[config.mk]
export PLATFORM = sky130hd
export DESIGN_NAME = bus_arbiter_flat
export DESIGN_NICKNAME = d
export VERILOG_FILES = /design/src/rtl/bus_arb_pkg.sv /design/src/rtl/bus_arbiter_if.sv /design/src/rtl/arb_rr2.sv /design/src/rtl/bus_arbiter.sv /design/src/flat_wrapper.sv
export SDC_FILE = /design/constraint.sdc
export NUM_CORES = 1
export LEC_CHECK = 0
export BUFFER_PORTS_ARGS = -buffer_cell sky130_fd_sc_hd__buf_2
export CORE_MARGIN = 2
export CORE_UTILIZATION = 42
export DETAILED_ROUTE_END_ITERATION = 10
export PLACE_DENSITY = 0.79
export RECOVER_POWER = 50
export REMOVE_ABC_BUFFERS = 1
export SLEW_MARGIN = 5
export SYNTH_ARGS = -nofsm -noshare
export SYNTH_HDL_FRONTEND = slang
export SYNTH_HIERARCHICAL = 1
export SYNTH_SLANG_ARGS = --single-unit
export TNS_END_PERCENT = 50
[constraint.sdc]
create_clock -name i_clk -period 1.7 [get_ports i_clk]
set_clock_uncertainty 0.2 [all_clocks]
set_input_delay 0.34 -clock i_clk [delete_from_list [all_inputs] [get_ports i_clk]]
set_output_delay 0.34 -clock i_clk [all_outputs]
set_load 0.03 [all_outputs]
[src/rtl/bus_arb_pkg.sv]
// Shared types and constants for the two-master bus arbiter.
package bus_arb_pkg;

  localparam int unsigned CntWidth = 8;

  typedef logic [CntWidth-1:0] cnt_t;
  typedef logic                mid_t;
  typedef logic [1:0]          state_t;

  localparam state_t StIdle = 2'd0;
  localparam state_t StBusy = 2'd1;
  localparam state_t StResp = 2'd2;

endpackage

[src/rtl/bus_arbiter_if.sv]
// Master-side request/response signals plus the single downstream bus.
interface bus_arbiter_if #(
  parameter int unsigned ADDR_WIDTH = 32,
  parameter int unsigned DATA_WIDTH = 32
);
  localparam int unsigned BeWidth = DATA_WIDTH / 8;

  logic                  i_m0_req;
  logic                  i_m1_req;
  logic [ADDR_WIDTH-1:0] i_m0_addr;
  logic [ADDR_WIDTH-1:0] i_m1_addr;
  logic [DATA_WIDTH-1:0] i_m0_wdata;
  logic [DATA_WIDTH-1:0] i_m1_wdata;
  logic                  i_m0_we;
  logic                  i_m1_we;
  logic [BeWidth-1:0]    i_m0_be;
  logic [BeWidth-1:0]    i_m1_be;
  logic                  o_m0_ack;
  logic                  o_m1_ack;
  logic                  o_m0_err;
  logic                  o_m1_err;
  logic [DATA_WIDTH-1:0] o_m0_rdata;
  logic [DATA_WIDTH-1:0] o_m1_rdata;

  logic                  o_bus_req;
  logic [ADDR_WIDTH-1:0] o_bus_addr;
  logic [DATA_WIDTH-1:0] o_bus_wdata;
  logic                  o_bus_we;
  logic [BeWidth-1:0]    o_bus_be;
  logic [DATA_WIDTH-1:0] i_bus_rdata;
  logic                  i_bus_ack;

  // Arbiter's view.
  modport slave (
    input  i_m0_req, i_m1_req, i_m0_addr, i_m1_addr, i_m0_wdata, i_m1_wdata,
    input  i_m0_we, i_m1_we, i_m0_be, i_m1_be, i_bus_rdata, i_bus_ack,
    output o_m0_ack, o_m1_ack, o_m0_err, o_m1_err, o_m0_rdata, o_m1_rdata,
    output o_bus_req, o_bus_addr, o_bus_wdata, o_bus_we, o_bus_be
  );

  // Environment's view: masters plus interconnect.
  modport master (
    output i_m0_req, i_m1_req, i_m0_addr, i_m1_addr, i_m0_wdata, i_m1_wdata,
    output i_m0_we, i_m1_we, i_m0_be, i_m1_be, i_bus_rdata, i_bus_ack,
    input  o_m0_ack, o_m1_ack, o_m0_err, o_m1_err, o_m0_rdata, o_m1_rdata,
    input  o_bus_req, o_bus_addr, o_bus_wdata, o_bus_we, o_bus_be
  );

endinterface

[src/rtl/arb_rr2.sv]
// Two-way round-robin pick; the last-grant pointer advances only on a grant strobe.
module arb_rr2
  import bus_arb_pkg::*;
(
  input  logic       i_clk,
  input  logic       i_reset_n,
  input  logic [1:0] req_i,
  input  logic       grant_i,
  output mid_t       winner_o
);

  mid_t last_q, last_d;

  always_comb begin
    case (req_i)
      2'b01:   winner_o = 1'b0;
      2'b10:   winner_o = 1'b1;
      default: winner_o = ~last_q;
    endcase
  end

  assign last_d = grant_i ? winner_o : last_q;

  // Pointer resets to "m1 served last" so m0 wins the first tie.
  always_ff @(posedge i_clk or negedge i_reset_n) begin
    if (!i_reset_n) begin
      last_q <= 1'b1;
    end else begin
      last_q <= last_d;
    end
  end

endmodule

[src/rtl/bus_arbiter.sv]
// Two-master to one-bus arbiter: round-robin grant, latched bus fields,
// owner-routed response and a no-ack timeout.
module bus_arbiter
  import bus_arb_pkg::*;
#(
  parameter int unsigned ADDR_WIDTH     = 32,
  parameter int unsigned DATA_WIDTH     = 32,
  parameter int unsigned TIMEOUT_CYCLES = 255
) (
  input logic          i_clk,
  input logic          i_reset_n,
  bus_arbiter_if.slave bus
);

  localparam int unsigned BeWidth = DATA_WIDTH / 8;
  localparam cnt_t        CntLast = cnt_t'(TIMEOUT_CYCLES - 1);

  state_t                state_q, state_d;
  mid_t                  owner_q, owner_d;
  mid_t                  winner;
  cnt_t                  cnt_q, cnt_d;
  logic                  bus_req_q, bus_req_d;
  logic [ADDR_WIDTH-1:0] addr_q, addr_d;
  logic [DATA_WIDTH-1:0] wdata_q, wdata_d;
  logic                  we_q, we_d;
  logic [BeWidth-1:0]    be_q, be_d;
  logic [1:0]            ack_q, ack_d;
  logic [1:0]            err_q, err_d;
  logic [DATA_WIDTH-1:0] rdata_q [2];
  logic [DATA_WIDTH-1:0] rdata_d [2];
  logic                  grant;

  assign grant = (state_q == StIdle) && (bus.i_m0_req || bus.i_m1_req);

  arb_rr2 u_arb (
    .i_clk     (i_clk),
    .i_reset_n (i_reset_n),
    .req_i     ({bus.i_m1_req, bus.i_m0_req}),
    .grant_i   (grant),
    .winner_o  (winner)
  );

  always_comb begin
    state_d   = state_q;
    owner_d   = owner_q;
    cnt_d     = cnt_q;
    bus_req_d = bus_req_q;
    addr_d    = addr_q;
    wdata_d   = wdata_q;
    we_d      = we_q;
    be_d      = be_q;
    rdata_d   = rdata_q;
    ack_d     = '0;
    err_d     = '0;
    case (state_q)
      StIdle: begin
        if (grant) begin
          owner_d   = winner;
          addr_d    = winner ? bus.i_m1_addr  : bus.i_m0_addr;
          wdata_d   = winner ? bus.i_m1_wdata : bus.i_m0_wdata;
          we_d      = winner ? bus.i_m1_we    : bus.i_m0_we;
          be_d      = winner ? bus.i_m1_be    : bus.i_m0_be;
          bus_req_d = 1'b1;
          cnt_d     = '0;
          state_d   = StBusy;
        end
      end
      StBusy: begin
        // A real ack takes priority over a timeout landing on the same cycle.
        if (bus.i_bus_ack) begin
          rdata_d[owner_q] = bus.i_bus_rdata;
          ack_d[owner_q]   = 1'b1;
          bus_req_d        = 1'b0;
          state_d          = StResp;
        end else if (cnt_q == CntLast) begin
          rdata_d[owner_q] = '0;
          ack_d[owner_q]   = 1'b1;
          err_d[owner_q]   = 1'b1;
          bus_req_d        = 1'b0;
          state_d          = StResp;
        end else begin
          cnt_d = cnt_q + 1'b1;
        end
      end
      // Acked master's req is still high here, so no grant is considered.
      StResp: state_d = StIdle;
      default: begin
        state_d   = StIdle;
        bus_req_d = 1'b0;
      end
    endcase
  end

  always_ff @(posedge i_clk or negedge i_reset_n) begin
    if (!i_reset_n) begin
      state_q   <= StIdle;
      owner_q   <= 1'b0;
      cnt_q     <= '0;
      bus_req_q <= 1'b0;
      addr_q    <= '0;
      wdata_q   <= '0;
      we_q      <= 1'b0;
      be_q      <= '0;
      ack_q     <= '0;
      err_q     <= '0;
      rdata_q   <= '{default: '0};
    end else begin
      state_q   <= state_d;
      owner_q   <= owner_d;
      cnt_q     <= cnt_d;
      bus_req_q <= bus_req_d;
      addr_q    <= addr_d;
      wdata_q   <= wdata_d;
      we_q      <= we_d;
      be_q      <= be_d;
      ack_q     <= ack_d;
      err_q     <= err_d;
      rdata_q   <= rdata_d;
    end
  end

  assign bus.o_bus_req   = bus_req_q;
  assign bus.o_bus_addr  = addr_q;
  assign bus.o_bus_wdata = wdata_q;
  assign bus.o_bus_we    = we_q;
  assign bus.o_bus_be    = be_q;
  assign bus.o_m0_ack    = ack_q[0];
  assign bus.o_m1_ack    = ack_q[1];
  assign bus.o_m0_err    = err_q[0];
  assign bus.o_m1_err    = err_q[1];
  assign bus.o_m0_rdata  = rdata_q[0];
  assign bus.o_m1_rdata  = rdata_q[1];

endmodule

[src/flat_wrapper.sv]
// flat-port wrapper written by rule: the top's interface ports become plain ports
module bus_arbiter_flat import bus_arb_pkg::*;
#(
  parameter int unsigned ADDR_WIDTH     = 32,
  parameter int unsigned DATA_WIDTH     = 32,
  parameter int unsigned TIMEOUT_CYCLES = 255
)
  (i_clk, i_reset_n, bus_i_m0_req, bus_i_m1_req, bus_i_m0_addr, bus_i_m1_addr, bus_i_m0_wdata, bus_i_m1_wdata, bus_i_m0_we, bus_i_m1_we, bus_i_m0_be, bus_i_m1_be, bus_i_bus_rdata, bus_i_bus_ack, bus_o_m0_ack, bus_o_m1_ack, bus_o_m0_err, bus_o_m1_err, bus_o_m0_rdata, bus_o_m1_rdata, bus_o_bus_req, bus_o_bus_addr, bus_o_bus_wdata, bus_o_bus_we, bus_o_bus_be);
  bus_arbiter_if #(.ADDR_WIDTH(ADDR_WIDTH), .DATA_WIDTH(DATA_WIDTH)) bus_i ();
  input logic i_clk;
  input logic i_reset_n;
  input wire logic [$bits(bus_i.i_m0_req)-1:0] bus_i_m0_req;
  input wire logic [$bits(bus_i.i_m1_req)-1:0] bus_i_m1_req;
  input wire logic [$bits(bus_i.i_m0_addr)-1:0] bus_i_m0_addr;
  input wire logic [$bits(bus_i.i_m1_addr)-1:0] bus_i_m1_addr;
  input wire logic [$bits(bus_i.i_m0_wdata)-1:0] bus_i_m0_wdata;
  input wire logic [$bits(bus_i.i_m1_wdata)-1:0] bus_i_m1_wdata;
  input wire logic [$bits(bus_i.i_m0_we)-1:0] bus_i_m0_we;
  input wire logic [$bits(bus_i.i_m1_we)-1:0] bus_i_m1_we;
  input wire logic [$bits(bus_i.i_m0_be)-1:0] bus_i_m0_be;
  input wire logic [$bits(bus_i.i_m1_be)-1:0] bus_i_m1_be;
  input wire logic [$bits(bus_i.i_bus_rdata)-1:0] bus_i_bus_rdata;
  input wire logic [$bits(bus_i.i_bus_ack)-1:0] bus_i_bus_ack;
  output wire logic [$bits(bus_i.o_m0_ack)-1:0] bus_o_m0_ack;
  output wire logic [$bits(bus_i.o_m1_ack)-1:0] bus_o_m1_ack;
  output wire logic [$bits(bus_i.o_m0_err)-1:0] bus_o_m0_err;
  output wire logic [$bits(bus_i.o_m1_err)-1:0] bus_o_m1_err;
  output wire logic [$bits(bus_i.o_m0_rdata)-1:0] bus_o_m0_rdata;
  output wire logic [$bits(bus_i.o_m1_rdata)-1:0] bus_o_m1_rdata;
  output wire logic [$bits(bus_i.o_bus_req)-1:0] bus_o_bus_req;
  output wire logic [$bits(bus_i.o_bus_addr)-1:0] bus_o_bus_addr;
  output wire logic [$bits(bus_i.o_bus_wdata)-1:0] bus_o_bus_wdata;
  output wire logic [$bits(bus_i.o_bus_we)-1:0] bus_o_bus_we;
  output wire logic [$bits(bus_i.o_bus_be)-1:0] bus_o_bus_be;
  assign bus_i.i_m0_req = bus_i_m0_req;
  assign bus_i.i_m1_req = bus_i_m1_req;
  assign bus_i.i_m0_addr = bus_i_m0_addr;
  assign bus_i.i_m1_addr = bus_i_m1_addr;
  assign bus_i.i_m0_wdata = bus_i_m0_wdata;
  assign bus_i.i_m1_wdata = bus_i_m1_wdata;
  assign bus_i.i_m0_we = bus_i_m0_we;
  assign bus_i.i_m1_we = bus_i_m1_we;
  assign bus_i.i_m0_be = bus_i_m0_be;
  assign bus_i.i_m1_be = bus_i_m1_be;
  assign bus_i.i_bus_rdata = bus_i_bus_rdata;
  assign bus_i.i_bus_ack = bus_i_bus_ack;
  assign bus_o_m0_ack = bus_i.o_m0_ack;
  assign bus_o_m1_ack = bus_i.o_m1_ack;
  assign bus_o_m0_err = bus_i.o_m0_err;
  assign bus_o_m1_err = bus_i.o_m1_err;
  assign bus_o_m0_rdata = bus_i.o_m0_rdata;
  assign bus_o_m1_rdata = bus_i.o_m1_rdata;
  assign bus_o_bus_req = bus_i.o_bus_req;
  assign bus_o_bus_addr = bus_i.o_bus_addr;
  assign bus_o_bus_wdata = bus_i.o_bus_wdata;
  assign bus_o_bus_we = bus_i.o_bus_we;
  assign bus_o_bus_be = bus_i.o_bus_be;
  bus_arbiter #(.ADDR_WIDTH(ADDR_WIDTH), .DATA_WIDTH(DATA_WIDTH), .TIMEOUT_CYCLES(TIMEOUT_CYCLES)) u_core (.i_clk(i_clk), .i_reset_n(i_reset_n), .bus(bus_i));
endmodule
==> results by group, run 1 <==
Run status
  – Status: finished, violations left
  – Failing checks: negative setup slack

STA
  – Slew margin rel.: 34.8%
  – Final worst setup slack: -97.4 ps
  – Hold Violations, Final: 0
  – RSZ-0062 raised after global routing: true
  – Fmax: 556 MHz
  – Final Cycle Share: 106%
  – Min Tclk post-route: 1800 ps
  – Hold WS: 22.0 ps
  – Setup TNS: -4030 ps
  – Max-slew violation count: 0
  – Final setup viols: 65
  – Worst Max-Slew Pin Slew: 978 ps

Cells and area
  – Layout Area Growth over Synthesis: 49.4%
  – Layout fillers: 1,168
  – FF/Latch Area: 3760 µm²
  – Layout cell share with drive strength beyond 1: 46.7%
  – Post-Route Utilization: 63.6%
  – Multi-input gate area: 2440 µm²
  – Fin nets: 1,088

Yosys
  – Mapped Area: 6400 µm²
  – Top cells by area, synth: dfrtp_1 58%, mux2i_1 11%, a32o_1 10%
  – #FFs+latches synth: 150
  – Synth area leader: dfrtp_1
  – Sequential share of the synthesized area: 58.7%
  – Most used flip-flop cell after synthesis: dfrtp_1
  – Async set or reset register ratio after synthesis: 100%
  – Yosys top cell area share: 58.3%
  – Syn Inst Count: 537
  – Number of synthesized flops with an enable pin: 0
  – Avg Cell Area, Syn: 11.9 µm²
  – Syn. warnings: 6
  – Post-synth cell types: 38

Clock network
  – CTS root buf: clkbuf_16
  – Insertion delay to the later sink of the worst-skew pair: 410 ps
  – CTS tree: built
  – Sink Count: 150
  – H-tree depth: 4
  – CTS buffer count: 17
  – Reg clk slew, reported paths: 70 ps
  – Max Root-Sink Buffers: 2

Die
  – DIE WIDTH: 127 µm
  – I/O pins: 313
  – Initial core utilization: 42.6%
  – DIE AREA: 16,200 µm²
  – Row count: 45
  – Die Y: 127 µm
  – Core Region: 15,000 µm²

Detailed routing
  – Met3 wire len: 1880 µm
  – Vias: 5,941
  – DRT Pass-1 Iters: 5
  – Average wire per standard cell: 19.1 µm
  – Final Routed Wirelength: 21,200 µm
  – Post-route DRC: 0
  – M1 WL: 8210 µm
  – Length of routed met2 wiring: 10,500 µm
  – Antenna viol nets, final: 0
  – Top layer in use: met5
  – Via/cell ratio: 5.34
  – DR iter-0 viols: 403

Worst setup path
  – Largest delay share family, worst path: simple AND/OR/NAND/NOR gates
  – Slowest-stage cell, CP: dfrtp_1
  – Critical Path Max Stage Delay: 380 ps
  – CP endpoint kind: register
  – Arr. time, crit path: 1890 ps
  – WP buf/inv: 2
  – Critical-path cell list: inv_2 -> ha_1 -> and3_4 -> a21oi_4 -> nand2b_4 -> buf_12 -> a32o_1
  – CP Class: register to register
  – WP data required: 1790 ps
  – Startpoint Class: register
  – Crit path max fanout: 17

Power and ir drop
  – LEAKAGE: 4.72 nW
  – Tot Pwr: 19.8 mW
  – PwrDens: 2070 nW/µm²
  – Worst IR drop on VDD: 0.00132 V

GRT
  – Vias in the first global route: 5,946
  – Gr usage total: 24.7%
  – Pin count of the biggest net entering global routing: 66
  – First-pass GRT wire length: 31,300 µm
  – Initial antenna violation count: 2
  – Total grt overflow: 0

Placed design
  – Final HPWL DP: 14,300 µm
  – Routability cong.: 0.809
  – Port bufs: 312
  – Dpl ws: -362 ps

Run
  – Max cap viols: 0

Hold path
  – Hold Crit Class: input port to register
-- Yosys cell counts, types with 3 or more instances --
library cell and number:
a21oi_1 74, a31oi_1 3, a32o_1 64, and3_1 4
buf_2 15, buf_6 8, clkbuf_1 24, dfrtp_1 149
ha_1 3, inv_1 3, mux2i_1 69, nand2_1 6
nand2b_1 4, nor2_1 73, o21ai_1 7, o31ai_1 4
-- through the flow --
stage	std cells	area [µm²]
2_1_floorplan	488	6130
4_1_cts	1103	9400
6_report	1112	9560
3_3_place_gp	1041	8480
5_1_grt	1111	9560
3_5_place_dp	1041	8480
-- cells in the final DEF, fill, tap and decap left out, types with 3 or more instances in the layout --
| cell type | Yosys | layout |
|---|---|---|
| a21oi_1 | 74 | 73 |
| a31oi_1 | 3 | 3 |
| a32o_1 | 64 | 62 |
| buf_12 | 0 | 11 |
| buf_2 | 15 | 284 |
| buf_4 | 1 | 42 |
| buf_6 | 8 | 4 |
| clkbuf_16 | 0 | 20 |
| clkbuf_2 | 0 | 27 |
| dfrtp_1 | 149 | 148 |
| dlygate4sd3_1 | 0 | 29 |
| inv_2 | 2 | 4 |
| inv_6 | 0 | 6 |
| inv_8 | 0 | 3 |
| mux2i_1 | 69 | 68 |
| nand2_1 | 6 | 6 |
| nand2b_1 | 4 | 4 |
| nor2_1 | 73 | 72 |
| o21ai_1 | 7 | 7 |
| o31ai_1 | 4 | 3 |
-- state kept, by name, summed over array words and instances (netlist names) --
name / flops
u_core/u_arb/last_q: 1
u_core/cnt_q: 8
u_core/bus.o_bus_req: 1
u_core/bus.o_m0_rdata: 32
u_core/bus.o_m1_rdata: 32
u_core/bus.o_bus_be: 4
u_core/owner_q: 1
u_core/bus.o_bus_addr: 32
u_core/err_q: 2
u_core/bus.o_bus_wdata: 32
u_core/ack_q: 2
u_core/bus.o_bus_we: 1
u_core/state_q: 2
-- worst reg2reg max path: stages, from the launching register on --
cell,delay [ps]
dfrtp_1,380
inv_2,60
ha_1,140
and3_4,210
a21oi_4,70
nand2b_4,200
buf_12,170
a32o_1,240
-- layer usage --
metal,track usage [%],vias up
met5,0,-
met4,8.53,2
met3,7.96,37
met2,41.9,319
met1,29.6,2854
li1,-,2729
-- final timing paths --
| path | start | end | slack, ps | depth (start not counted) |
|---|---|---|---|---|
| max in group asynchronous | i_reset_n | u_core/bus.o_bus_wdata[20] | 50 | 3 |
| setup / recovery | u_core/cnt_q[0] | u_core/bus.o_m0_rdata[11] | -100 | 7 |
| setup reg to reg | u_core/cnt_q[0] | u_core/bus.o_m0_rdata[11] | -100 | 7 |
| hold / removal | bus_i_m1_wdata[8] | u_core/bus.o_bus_wdata[8] | 20 | 3 |
| hold reg to reg | u_core/bus.o_m0_rdata[21] | u_core/bus.o_m0_rdata[21] | 290 | 1 |
| min in group asynchronous | i_reset_n | u_core/bus.o_m1_rdata[0] | 420 | 2 |
-- area by class of cell --
class                           instances  share of cell area (%)
Multi-Input combinational cell        335                    25.5
Antenna cell                            1                  0.0262
Clock inverter                         14                    1.71
Clock buffer                           18                    4.59
Inverter                                5                   0.196
Sequential cell                       150                    39.3
Timing Repair Buffer                  401                    26.2
Tap cell                              188                    2.46
-- cells by family (layout without fill, tap and decap cells) --
kind of cell	count (synthesis)	count (layout)	synth area share, %
AND/OR/NAND/NOR	102	103	7.21
AO/OA/AOI/OAI	157	158	18.0
buffers and inverters	54	438	4.46
other	0	1	0
multiplexers	70	70	11.0
adder cells (fa/ha/maj)	3	3	0.587
XOR/XNOR	1	1	0.137
flip-flops	150	150	58.7
-- what timing repair did --
action,in CTS,in global routing
setup buffers,1,2
hold buffers,29,0
endpoints found under the hold margin,161,0
cloned,0,6
resized for setup,6,16
pin swaps,1,4
endpoints found under the setup margin,72,122
-- power breakdown --
group	switching (mW)	leakage [nW]	total (mW)	internal (mW)
combinational	6.39	2.64	9.86	3.46
clock	1.62	0.298	3.87	2.26
sequential	0.918	1.79	6.10	5.18
Note: power is estimated with default switching activity, not from simulation.
==> inputs of run 2 (changes only) <==
- SKIP_LAST_GASP: unset -> 1
==> run 2 against run 1 <==
- the run still ends with negative setup slack left
- register-to-register slack about the same
- worst setup slack got worse by 8.2 ps
- sequential cell count unchanged
- utilization decreased by 0.70 points
- combinational power decreased by 2%
- non-clock buffer count decreased by 3
- critical path depth unchanged
- largest cell class unchanged
- largest power group unchanged
==> results by group, run 2 (same netlist as run 1, synthesis figures left out) <==
Run status
  – Status: finished, violations left
  – Failing checks: negative setup slack

Die
  – Core Region: 15,000 µm² (unchanged)
  – Initial core utilization: 42.6% (unchanged)
  – I/O pins: 313 (unchanged)
  – DIE AREA: 16,200 µm² (unchanged)
  – Row count: 45 (unchanged)
  – Die Y: 127 µm (unchanged)
  – DIE WIDTH: 127 µm (unchanged)

Detailed routing
  – DR iter-0 viols: 402 (-0.25%)
  – Post-route DRC: 0 (unchanged)
  – Vias: 5,887 (-0.91%)
  – DRT Pass-1 Iters: 8 (+3)
  – Average wire per standard cell: 18.7 µm (-2.1%)
  – Via/cell ratio: 5.32 (-0.46%)
  – Antenna viol nets, final: 0 (unchanged)
  – Final Routed Wirelength: 20,700 µm (-2.5%)

Worst setup path
  – Worst reg-to-reg path cell count: 7 (unchanged)
  – Crit path max fanout: 10 (-7)
  – CP Class: register to register
  – CP Launch Point: u_core/cnt_q[0]
  – Worst path depth: 7 (unchanged)
  – R2r setup slk: -110 ps (about the same)
  – Critical-path cell list: inv_2 -> ha_4 -> and3_4 -> a21oi_4 -> nand2b_4 -> clkbuf_16 -> a32o_1
  – Slowest-stage cell, CP: dfrtp_1
  – Largest delay share family, worst path: simple AND/OR/NAND/NOR gates
  – Arr. time, crit path: 1910 ps (+20 ps)
  – Critical Path Max Stage Delay: 390 ps (about the same)
  – Critical Path Sink: u_core/bus.o_m1_rdata[15]
  – Worst r2r dst: u_core/bus.o_m1_rdata[15]
  – R2R Path Start: u_core/cnt_q[0]
  – WP data required: 1800 ps (about the same)
  – WP buf/inv: 2 (unchanged)
  – Startpoint Class: register
  – CP endpoint kind: register

STA
  – Final worst setup slack: -106 ps (-8.15 ps)
  – Max-slew violation count: 0 (unchanged)
  – RSZ-0062 raised after global routing: true
  – Slew margin rel.: 59.8% (+25 points)
  – Worst Max-Slew Pin Slew: 603 ps (-375 ps)
  – Final setup viols: 64 (-1.5%)
  – Setup TNS: -4400 ps (-376 ps)
  – Final Cycle Share: 106% (+0.48 points)
  – Fmax: 554 MHz (-0.45%)
  – Hold Violations, Final: 0 (unchanged)
  – Min Tclk post-route: 1810 ps (+8.15 ps)

Cells and area
  – Post-route cell area: 9460 µm² (-1.1%)
  – Layout Area Growth over Synthesis: 47.8%
  – Layout cell share with drive strength beyond 1: 45.6% (-1.1 points)
  – Most frequent cells in the layout: 301 x buf_2, 148 x dfrtp_1, 73 x nor2_1
  – Layout fillers: 1,194 (+2.2%)
  – Fin nets: 1,083 (-0.46%)
  – Post-Route Utilization: 62.9% (-0.70 points)
  – Commonest non-fill, non-tap cell in the layout: buf_2

Placed design
  – Dpl cell area: 8480 µm² (unchanged)
  – Final HPWL DP: 14,300 µm (unchanged)
  – Dpl ws: -362 ps (unchanged)
  – Routability cong.: 0.809 (unchanged)
  – Port bufs: 312 (unchanged)

Clock network
  – H-tree depth: 4 (unchanged)
  – CTS buffer count: 17 (unchanged)
  – Max Root-Sink Buffers: 2 (unchanged)
  – Reg clk slew, reported paths: 70 ps (about the same)
  – Sink Count: 150 (unchanged)
  – Insertion delay to the later sink of the worst-skew pair: 410 ps (about the same)
  – CTS root buf: clkbuf_16
  – CTS tree: built

GRT
  – Total grt overflow: 0 (unchanged)
  – Pin count of the biggest net entering global routing: 66 (unchanged)
  – First-pass GRT wire length: 31,200 µm (-0.20%)
  – Gr usage total: 24.6% (-0.045 points)
  – Vias in the first global route: 5,940 (-0.10%)
  – Initial antenna violation count: 2 (unchanged)

Power and ir drop
  – Tot Pwr: 19.6 mW (-0.93%)
  – Worst IR drop on VDD: 0.00133 V (+0.38%)
  – Clock power share: 19.6% (about the same)
  – Seq pwr share: 31.0% (+0.2 points)
  – Net Sw Frac: 44.9% (-0.088 points)
  – P_sw: 8.82 mW (-1.1%)
  – LEAKAGE: 4.65 nW (-1.4%)
  – PwrDens: 2080 nW/µm² (+0.17%)
  – Comb pwr share: 49.4% (-0.3 points)
  – Pint: 10.8 mW (-0.77%)

Hold path
  – Hold Crit Class: input port to register

Run
  – Max cap viols: 0 (unchanged)
[run 2: how the worst min path moves through the flow]
stage | cells past startpoint | slack (ps) | endpoint | startpoint
after floorplan | 0 | -160 | u_core/ack_q[0] | i_reset_n
after global placement | 1 | 80 | u_core/bus.o_m1_rdata[0] | i_reset_n
after detailed placement | 1 | 80 | u_core/bus.o_m1_rdata[0] | i_reset_n
after CTS | 2 | 0.2 | u_core/bus.o_m1_rdata[10] | bus_i_bus_rdata[10]
after global routing | 2 | 4 | u_core/bus.o_m1_rdata[22] | bus_i_bus_rdata[22]
final | 3 | 30 | u_core/bus.o_bus_wdata[8] | bus_i_m1_wdata[8]
[run 2: layer usage]
layer / vias to the layer above / wire (µm) / global-route usage, %
met2: 286 / 10300 / 41.8
met1: 2832 / 7950 / 29.6
met5: - / 13 / 0
met4: 2 / 619 / 8.53
li1: 2726 / - / -
met3: 41 / 1740 / 7.96
[run 2: cell type report]
class	count	area, µm²	area share [%]
flip-flops and latches	150	3760	39.7
repair buffers	398	2430	25.7
multi-input cells	333	2410	25.5
clock buffers	18	439	4.64
well taps	188	235	2.49
clock inverters	14	164	1.73
inverters	5	18.8	0.198
diodes	1	2.50	0.0265
[run 2: tightest hold or removal path, delay by kind of cell]
kind	cells	cell delay, ps
buf+inv	1	70
compound gates	1	130
mux	1	50
[run 2: timing repair]
action,CTS,global route
gates cloned,0,2
resized for setup,3,13
hold buffers,29,0
setup buffers,1,1
pin swaps,0,4
hold endpoints to repair,161,0
setup endpoints to repair,72,103
[run 2: power groups by stage]
stage	Sequential [mW]	Clock, mW	Combinational (mW)
after detailed placement	6.06	0	9.45
after CTS	6.03	3.95	9.57
after global placement	6.01	0	9.28
final	6.09	3.86	9.70
after floorplan	9.06	0	2.88
after global routing	6.26	4.11	10.3
[run 2: through the flow]
step / hold WS (ps) / std cells
after global routing: 3.70 / 1106
after floorplan: -156 / 488
after CTS: 0.166 / 1103
after detailed placement: 76.7 / 1041
final: 26.0 / 1107
after global placement: 77.7 / 1041
